===== src/rtl/monolith_bars_seq.sv =====
// Monolith-31 Bars layer sequencer: time-multiplexes Bars lanes over the leading state elements.
// Optional MONOLITH_BARS_PIPE_EN registers lane outputs before write-back and adds a DRAIN state.
module monolith_bars_seq #(
    parameter int NUM_ELEMS      = 16,
    parameter int NUM_BARS       = 8,
    parameter int BARS_PER_CYCLE = 1
) (
    input  logic                    clk,
    input  logic                    rst,
    input  logic                    in_valid,
    output logic                    in_ready,
    input  logic [NUM_ELEMS*31-1:0] in_state,
    output logic                    out_valid,
    input  logic                    out_ready,
    output logic [NUM_ELEMS*31-1:0] out_state,
    output logic                    busy
);

    localparam int              IW    = $clog2(NUM_BARS) + 1;
    localparam int              SW    = NUM_ELEMS * 31;
    localparam logic [IW-1:0]   STEP  = IW'(BARS_PER_CYCLE);
    localparam logic [IW-1:0]   LAST  = IW'(NUM_BARS - BARS_PER_CYCLE);
    localparam logic [IW-1:0]   NBARS = IW'(NUM_BARS);

    if (BARS_PER_CYCLE < 1 || NUM_BARS < 1 || NUM_BARS > NUM_ELEMS) begin : g_bad_range
        $error("monolith_bars_seq: illegal NUM_BARS/NUM_ELEMS/BARS_PER_CYCLE combination");
    end else if ((NUM_BARS % BARS_PER_CYCLE) != 0) begin : g_bad_div
        $error("monolith_bars_seq: BARS_PER_CYCLE must divide NUM_BARS");
    end

    function automatic logic [7:0] sbox8(input logic [7:0] x);
        logic [7:0] nx;
        logic [7:0] t;
        nx = ~x;
        t  = x ^ ({nx[6:0], nx[7]} & {x[5:0], x[7:6]} & {x[4:0], x[7:5]});
        return {t[6:0], t[7]};
    endfunction

    function automatic logic [6:0] sbox7(input logic [6:0] x);
        logic [6:0] nx;
        logic [6:0] t;
        nx = ~x;
        t  = x ^ ({nx[5:0], nx[6]} & {x[4:0], x[6:5]});
        return {t[5:0], t[6]};
    endfunction

    // Chunks are processed independently and re-concatenated; no field reduction is applied.
    function automatic logic [30:0] barsElem(input logic [30:0] x);
        return {sbox7(x[30:24]), sbox8(x[23:16]), sbox8(x[15:8]), sbox8(x[7:0])};
    endfunction

`ifdef MONOLITH_BARS_PIPE_EN
    typedef enum logic [1:0] {IDLE, RUN, DRAIN, DONE} fsm_t;
`else
    typedef enum logic [1:0] {IDLE, RUN, DONE} fsm_t;
`endif

    fsm_t            fsmQ;
    logic [SW-1:0]   stateQ;
    logic [SW-1:0]   stateD;
    logic [IW-1:0]   idxQ;
    logic [IW-1:0]   rdIdx;
    logic            inReadyQ;
    logic            outValidQ;
    logic            busyQ;
    logic [30:0]     laneD [BARS_PER_CYCLE];
`ifdef MONOLITH_BARS_PIPE_EN
    logic [30:0]     laneQ [BARS_PER_CYCLE];
`endif

    always_comb begin
        rdIdx  = (idxQ < NBARS) ? idxQ : '0;
        stateD = stateQ;
        for (int l = 0; l < BARS_PER_CYCLE; l++) begin
            laneD[l] = barsElem(stateQ[31*(int'(rdIdx)+l) +: 31]);
        end
`ifdef MONOLITH_BARS_PIPE_EN
        // Registered lanes hold the previous group, so write-back trails the read index by one group.
        if (idxQ >= STEP) begin
            for (int l = 0; l < BARS_PER_CYCLE; l++) begin
                stateD[31*(int'(idxQ - STEP)+l) +: 31] = laneQ[l];
            end
        end
`else
        for (int l = 0; l < BARS_PER_CYCLE; l++) begin
            stateD[31*(int'(rdIdx)+l) +: 31] = laneD[l];
        end
`endif
    end

    always_ff @(posedge clk) begin
        if (rst) begin
            fsmQ      <= IDLE;
            stateQ    <= '0;
            idxQ      <= '0;
            inReadyQ  <= 1'b1;
            outValidQ <= 1'b0;
            busyQ     <= 1'b0;
`ifdef MONOLITH_BARS_PIPE_EN
            for (int l = 0; l < BARS_PER_CYCLE; l++) begin
                laneQ[l] <= '0;
            end
`endif
        end else begin
            case (fsmQ)
                IDLE: begin
                    inReadyQ <= 1'b1;
                    if (in_valid && inReadyQ) begin
                        stateQ   <= in_state;
                        idxQ     <= '0;
                        fsmQ     <= RUN;
                        inReadyQ <= 1'b0;
                        busyQ    <= 1'b1;
                    end
                end
                RUN: begin
                    stateQ <= stateD;
                    idxQ   <= idxQ + STEP;
`ifdef MONOLITH_BARS_PIPE_EN
                    laneQ  <= laneD;
                    if (idxQ == LAST) begin
                        fsmQ <= DRAIN;
                    end
                end
                DRAIN: begin
                    stateQ    <= stateD;
                    fsmQ      <= DONE;
                    outValidQ <= 1'b1;
                end
`else
                    if (idxQ == LAST) begin
                        fsmQ      <= DONE;
                        outValidQ <= 1'b1;
                    end
                end
`endif
                DONE: begin
                    if (out_ready) begin
                        fsmQ      <= IDLE;
                        outValidQ <= 1'b0;
                        busyQ     <= 1'b0;
                        inReadyQ  <= 1'b1;
                    end
                end
                default: fsmQ <= IDLE;
            endcase
        end
    end

    // Masking with rst keeps in_ready low for the whole reset cycle yet high right after it.
    assign in_ready  = inReadyQ & ~rst;
    assign out_valid = outValidQ;
    assign out_state = stateQ;
    assign busy      = busyQ;

endmodule


===== config.mk =====
export PLATFORM = sky130hd
export DESIGN_NAME = monolith_bars_seq
export DESIGN_NICKNAME = d
export VERILOG_FILES = /design/src/rtl/monolith_bars_seq.sv
export SDC_FILE = /design/constraint.sdc
export NUM_CORES = 1
export LEC_CHECK = 0
export ABC_AREA = 1
export CORE_AREA = 2 2 394 396
export CTS_CLUSTER_DIAMETER = 50
export DETAILED_ROUTE_END_ITERATION = 16
export DIE_AREA = 0 0 396 398
export SETUP_SLACK_MARGIN = 0.1
export SYNTH_ARGS = -nofsm -noshare
export SYNTH_HDL_FRONTEND = slang
export SYNTH_SLANG_ARGS = --single-unit

===== constraint.sdc =====
create_clock -name clk -period 6.02 [get_ports clk]
set_input_delay 1.505 -clock clk [delete_from_list [all_inputs] [get_ports clk]]
set_output_delay 1.505 -clock clk [all_outputs]
set_load 0.005 [all_outputs]

# == Word level (Yosys, flattened, before mapping) ==
# Index checks and enable logic that the tools add are counted.
# word_totals
ff_bits,505
input_bits,500
output_inout_bits,499
elab_cells,64
# classes
addsub,2
multipliers,1
magnitude_cmp,1
eq_ne,6
shifts,3
muxes,18
n_bitwise,17
n_reduce_logical,10
# ops
op,n
496-bit case mux with 2 select lines,1
496-bit bitwise mux,1
496-bit 2-to-1 mux,1
"31-bit by 33-bit variable shift with 496-bit output, first input constant",1
31-bit by 33-bit variable part select with 496-bit output,1
496-bit by 32-bit variable part select with 31-bit output,1
8-bit bitwise AND,6
9-bit negator with 33-bit output,1
8-bit NOT,3
8-bit bitwise XOR,3
"5-bit by 4-bit multiplier with 9-bit output, first input constant",1
3-bit AND reduction,3
4-bit 2-to-1 mux,2
4-bit case mux with 2 select lines,1
7-bit bitwise AND,1
7-bit NOT,1
7-bit bitwise XOR,1
2-bit 2-to-1 mux,3
"2-bit != test, second input constant",3
1-bit case mux with 2 select lines,3
2-bit case mux with 3 select lines,1
2-bit nonzero test,3
1-bit 2-to-1 mux,5
"4-bit by 1-bit adder with 4-bit output, second input constant",1
9 further kinds,10

# == Longest topological paths before layout ==
# Gate-level depths: netlist of run 1.
# logic_depth
word_depth,11
ltp_mapped,16
depth_no_buf,13

# == Worst setup path after synthesis of run 1 ==
# Ideal clock, no wire load.
# synth_path
path_kind,input -> output
startpoint,input port rst
endpoint,output port in_ready
arrival_ps,2397
required_time_ps,4515
slack_ps,2118
path_stages,4
path_buffers,3
cell_sequence,clkbuf_1 clkbuf_1 clkbuf_1 nor2_1
# synth_between
elab_chain_len,2
# synth_lines
item,line,source
from (decl),9,"input logic rst,"
1-bit NOT,151,assign in_ready = inReadyQ & ~rst;
1-bit bitwise AND,151,
to (decl),11,"output logic in_ready,"
# Every way passes these cells.

# == Final worst setup path of run 1 ==
# Same ends and word-level chain as after synthesis.

==> results of run 1 <==
==> sequential cells by signal (all words and copies together) (netlist names) <==
register / cells
busy: 1
idxQ: 4
out_valid: 1
inReadyQ: 1
out_state: 496
fsmQ: 2
==> routing by layer <==
| layer | wire [um] | track usage [%] | vias up |
|---|---|---|---|
| met1 | 70200 | 26.5 | 15200 |
| li1 | - | - | 14300 |
| met2 | 80600 | 34.6 | 1786 |
| met5 | 498 | 0 | - |
| met3 | 22800 | 9.03 | 374 |
| met4 | 8320 | 9.50 | 80 |
==> worst paths after layout <==
| path | startpoint | end | slack (ns) | cells after the start |
|---|---|---|---|---|
| hold reg to reg | busy | busy | 0.47 | 2 |
| hold / removal | busy | busy | 0.47 | 2 |
| setup / recovery | rst | in_ready | 1.82 | 3 |
| setup reg to reg | idxQ[3] | out_state[65] | 1.89 | 13 |
==> critical path: stages <==
cell and delay [ns]:
buf_8 0.40, nor2_1 0.12, clkdlybuf4s50_1 0.52
==> logic make-up (layout without fill, tap and decap cells) <==
logic type | count (synthesis) | after routing | synth area share, %
buf+inv | 465 | 1356 | 7.74
flops | 505 | 505 | 40.8
simple gates | 2177 | 2177 | 37.6
xor+xnor | 1 | 1 | 0.0354
fa+ha+maj | 5 | 5 | 0.252
compound gates | 629 | 629 | 13.6
other cells | 0 | 13 | 0
==> layout make-up <==
cell class,instances,area (sq um)
Inverter,146,571
Fill cell,17000,114000
Antenna cell,13,32.5
Clock buffer,111,2470
Tap cell,2044,2560
Timing Repair Buffer,1042,10400
Clock inverter,57,713
Sequential cell,505,10100
Multi-Input combinational cell,2812,12800
==> layout by cell type (no fill, tap or decap), types with 8 or more instances in the layout <==
cell type,n
a21oi_1,127
a31oi_1,131
buf_12,9
buf_4,35
clkbuf_1,8
clkbuf_16,91
clkbuf_8,12
clkdlybuf4s50_1,997
clkinvlp_4,11
dfxtp_1,504
diode_2,13
inv_1,136
inv_6,17
nand2_1,923
nand2_2,36
nand3_1,525
nand4_1,140
nor2_1,539
o211ai_1,17
o21ai_0,345
==> power by group through the flow <==
stage          registers [mW]  logic [mW]  clock network [mW]
2_1_floorplan            4.02        1.48                   0
3_3_place_gp             4.12        3.60                   0
3_5_place_dp             4.12        3.62                   0
4_1_cts                  4.06        3.63                5.58
5_1_grt                  4.10        3.87                5.72
6_report                 4.07        3.63                5.46
==> impl_metrics.tcl, run 1 <==
set metrics [dict create \
    status "finished, violations left" \
    failed_checks "slew limit" \
    total_power_mw 13.2 \
    critPathLaunchType "input port" \
    core_region_area_sq_mm 0.153 \
    synth_cells 3782 \
    maxSlewHeadroom_pct -1.02 \
    synth_area_sq_mm 0.0248 \
    final_antenna_net_count 0 \
    finish.instance_area_sq_mm 0.0397 \
    p_leak_nw 14.9 \
    hold_viol_final 0 \
    cell_internal_pwr_mw 8.40 \
    yosysWarnings 0 \
    final_util_pct 25.9 \
    ys_seq_area_share_pct 40.8 \
    cts_max_path_buffers 3 \
    grt_pass1_vias 29900 \
    yosysMostFrequentCell "nand2_1" \
    tightest_slew_ns 1.52 \
    drt_pass1_iterations 5 \
    cts_resized 0 \
    grt_antenna_before_repair 65 \
    maxSlewViolCount 24 \
    initialDrtViolationCount 3270 \
    finClkSkew_ns 0.0369 \
    yosys-top-cells-count "926 x nand2_1, 541 x nor2_1, 525 x nand3_1, 505 x dfxtp_1, 345 x o21ai_0" \
    ios 999 \
    p_sw_mw 4.76 \
    timing.hold.ws_ns 0.471 \
    drive_above_1_share_pct 5.67 \
    worst_slack_ns 1.82 \
    cts_tree "done" \
    clk_pin_slew_worst_paths_ns 0.05 \
    irDropWorstVdd_mv 0.257 \
    dp_slack_ns 1.50 \
    synth-edff-count 0 \
    fmax_mhz 238 \
    power.density_mw_per_mm2 331 \
    layout.nets 5103 \
    cp-end-kind "output port" \
    rows 144 \
    cp.required_ns 4.51 \
    fin_crit_ns 4.20 \
    min_path_type "flip-flop to flip-flop" \
    gp_congestion 0.948 \
    die_w_um 396 \
    hpwlAfterDp_mm 139 \
    grt_usage_pct 22.1 \
    vias_per_cell 4.72 \
    post_cts_buffers 0 \
    synthTopCellsByArea "dfxtp_1 41%, nand2_1 14%, nand3_1 11%, nor2_1 8.2%, o21ai_0 7.0%" \
    area_growth_pct 60.3 \
    rsz0062_at_grt "false" \
    combPwrFrac_pct 27.6 \
    critical_path.max_fanout 76 \
    worstSetupPathType "input port to output port" \
    numPortBuffers 998 \
    synth_top_area_share_pct 40.8 \
    grt_pass1_wl_mm 246 \
    start_util_pct 16.2 \
    post-route-period-util_pct 69.7 \
    pwr-share-seq_pct 30.9 \
    synth_cell_types 29 \
    synth_nets 4287 \
    ys.flop_type "dfxtp_1" \
    place_area_sq_mm 0.0365 \
    clock-sinks 505 \
    grt_max_degree 183 \
    num_vias 31800 \
    holdBufCountCts 0 \
    cp.arrival_ns 2.69 \
    drc_errors 0 \
    setup_viol_count_final 0 \
    syn_avg_cell_area_sq_um 6.55 \
    cts-htree-levels 3 \
    ys_ff_latch 505 \
    dieArea_sq_mm 0.158 \
    wl_per_cell_um 27.1 \
    swShare_pct 36.2 \
    clockRootBuffer "clkbuf_16" \
    synthArstFlopShare_pct 0 \
    clock_latency_ns 0.69 \
    p_clk_share_pct 41.5 \
    finalSetupTns_ns 0 \
    fp.dieH_um 398 \
    drt_wl_total_mm 182 \
    grt.overflow.total 0 \
    fin_cells 6730 \
    synth_top_area_cell "dfxtp_1" \
    maxCapViolCount 0 \
    dp.cells 6549 \
    cts_buffers 91 \
]
Power figures use the tool's default switching activity.
==> run 2, diff against run 1 <==
Settings changed: CORE_AREA 2 2 394 396 to 2 2 391 393, DIE_AREA 0 0 396 398 to 0 0 393 395.
Clock period 6.02 ns to 3.8 ns, I/O delays scaled along.
==> impl_metrics.tcl, run 2 (synthesis gave the netlist of run 1 again) <==
set metrics [dict create \
    power.density_mw_per_mm2 512 \
    finish.instance_area_sq_mm 0.0398 \
    place_area_sq_mm 0.0368 \
    rows 143 \
    p_leak_nw 15.0 \
    final_common_cell "clkdlybuf4s50_1" \
    layout.nets 5116 \
    cts_resized 0 \
    critPathLaunchType "flip-flop" \
    vias_per_cell 4.71 \
    grt_antenna_before_repair 71 \
    highest_layer "met5" \
    post_cts_buffers 0 \
    fill_cells 16700 \
    gp_congestion 0.918 \
    grt_pass1_wl_mm 246 \
    clk_pin_slew_worst_paths_ns 0.06 \
    most-common-layout-cells "997 x clkdlybuf4s50_1, 923 x nand2_1, 539 x nor2_1" \
    final_antenna_net_count 0 \
    total_power_mw 20.4 \
    cp.arrival_ns 3.84 \
    grt_max_degree 232 \
    wl_met1_mm 70.3 \
    drc_errors 0 \
    holdBufCountCts 0 \
    maxSlewHeadroom_pct 13.3 \
    path_common_cell "ha_1" \
    hp-start "busy" \
    fin_crit_ns 3.22 \
    grt.overflow.total 0 \
    numPortBuffers 998 \
    maxSlewViolCount 0 \
    maxCapViolCount 0 \
    fmax_mhz 311 \
    die_w_um 393 \
    drt_wl_total_mm 181 \
    hpwlAfterDp_mm 139 \
    initialDrtViolationCount 3033 \
    area_growth_pct 60.7 \
    cp_num_buf_inv 2 \
    status "completed" \
    wl_met3_mm 21.6 \
    setup_viol_count_final 0 \
    finalSetupTns_ns 0 \
    clock_latency_ns 0.71 \
    ios 999 \
    cp.required_ns 4.42 \
    clock-sinks 505 \
    wl_met2_mm 81.3 \
    clockRootBuffer "clkbuf_16" \
    critical_path.max_fanout 19 \
    cts_tree "done" \
    crit_family "compound AO/OA/AOI/OAI gates" \
    dieArea_sq_mm 0.155 \
    slowest_stage "o21ai_4" \
    wl_per_cell_um 26.9 \
    rsz0062_at_grt "false" \
    post-route-period-util_pct 84.7 \
    crit_start "idxQ[3]" \
    drive_above_1_share_pct 5.94 \
    cp-end-kind "flip-flop" \
    core_region_area_sq_mm 0.151 \
    largest_register_ffs 496 \
    num_vias 31600 \
    start_util_pct 16.4 \
    cts_max_path_buffers 3 \
    slowest_delay_ns 0.70 \
    fp.dieH_um 395 \
    worstPathCellList "inv_2 -> nand2_8 -> ha_1 -> ha_1 -> nand4_1 -> o21ai_4 -> buf_4 -> nand3_1 -> a31oi_1" \
    grt_pass1_vias 29700 \
    regToRegStartpoint "idxQ[3]" \
    hold_viol_final 0 \
    drt_pass1_iterations 8 \
    irDropWorstVdd_mv 0.323 \
    cts-htree-levels 3 \
    final_util_pct 26.3 \
    worstSetupPathType "flip-flop to flip-flop" \
    min_path_type "flip-flop to flip-flop" \
    tightest_slew_ns 1.30 \
    cts_buffers 86 \
    finClkSkew_ns 0.0482 \
    grt_usage_pct 22.4 \
]
==> run 2: worst paths after layout <==
path | end | slack [ns] | depth (start not counted)
worst max-delay path | out_state[131] | 0.58 | 9
worst min register to register | busy | 0.48 | 2
worst min-delay path | busy | 0.48 | 2
worst max register to register | out_state[131] | 0.58 | 9
==> run 2: power breakdown <==
| part | internal [mW] | total, mW | switching [mW] |
|---|---|---|---|
| Clock | 4.83 | 8.18 | 3.34 |
| Sequential | 5.89 | 6.48 | 0.593 |
| Combinational | 2.24 | 5.72 | 3.48 |
==> run 2: layer usage <==
| metal | track usage [%] | up-vias |
|---|---|---|
| met1 | 27.3 | 15100 |
| met5 | 0 | - |
| met2 | 35.3 | 1720 |
| li1 | - | 14400 |
| met4 | 8.93 | 94 |
| met3 | 8.48 | 362 |
==> run 2: worst min-delay path: stages (launching register included) <==
cell and delay (ns):
dfxtp_1 0.31, nand3_1 0.07, nand2_1 0.05
==> run 2: metrics by stage <==
| stage | hold slack [ns] | worst slack [ns] | std cells |
|---|---|---|---|
| 2_1_floorplan | 0.465 | 1.01 | 3782 |
| 3_3_place_gp | 0.464 | 0.581 | 6553 |
| 3_5_place_dp | 0.469 | 0.572 | 6553 |
| 4_1_cts | 0.477 | 0.567 | 6711 |
| 5_1_grt | 0.505 | 0.421 | 6716 |
| 6_report | 0.477 | 0.580 | 6724 |
==> run 2: final cells by class <==
cell class / instances / area (sq um) / share of cell area (%)
inverter: 146 / 571 / 1.43
antenna: 13 / 32.5 / 0.0817
clock inverter: 60 / 709 / 1.78
sequential: 505 / 10100 / 25.4
multi-input combinational: 2812 / 12800 / 32.2
timing repair buffer: 1060 / 10700 / 27.0
clock buffer: 98 / 2300 / 5.77
tap: 2030 / 2540 / 6.38
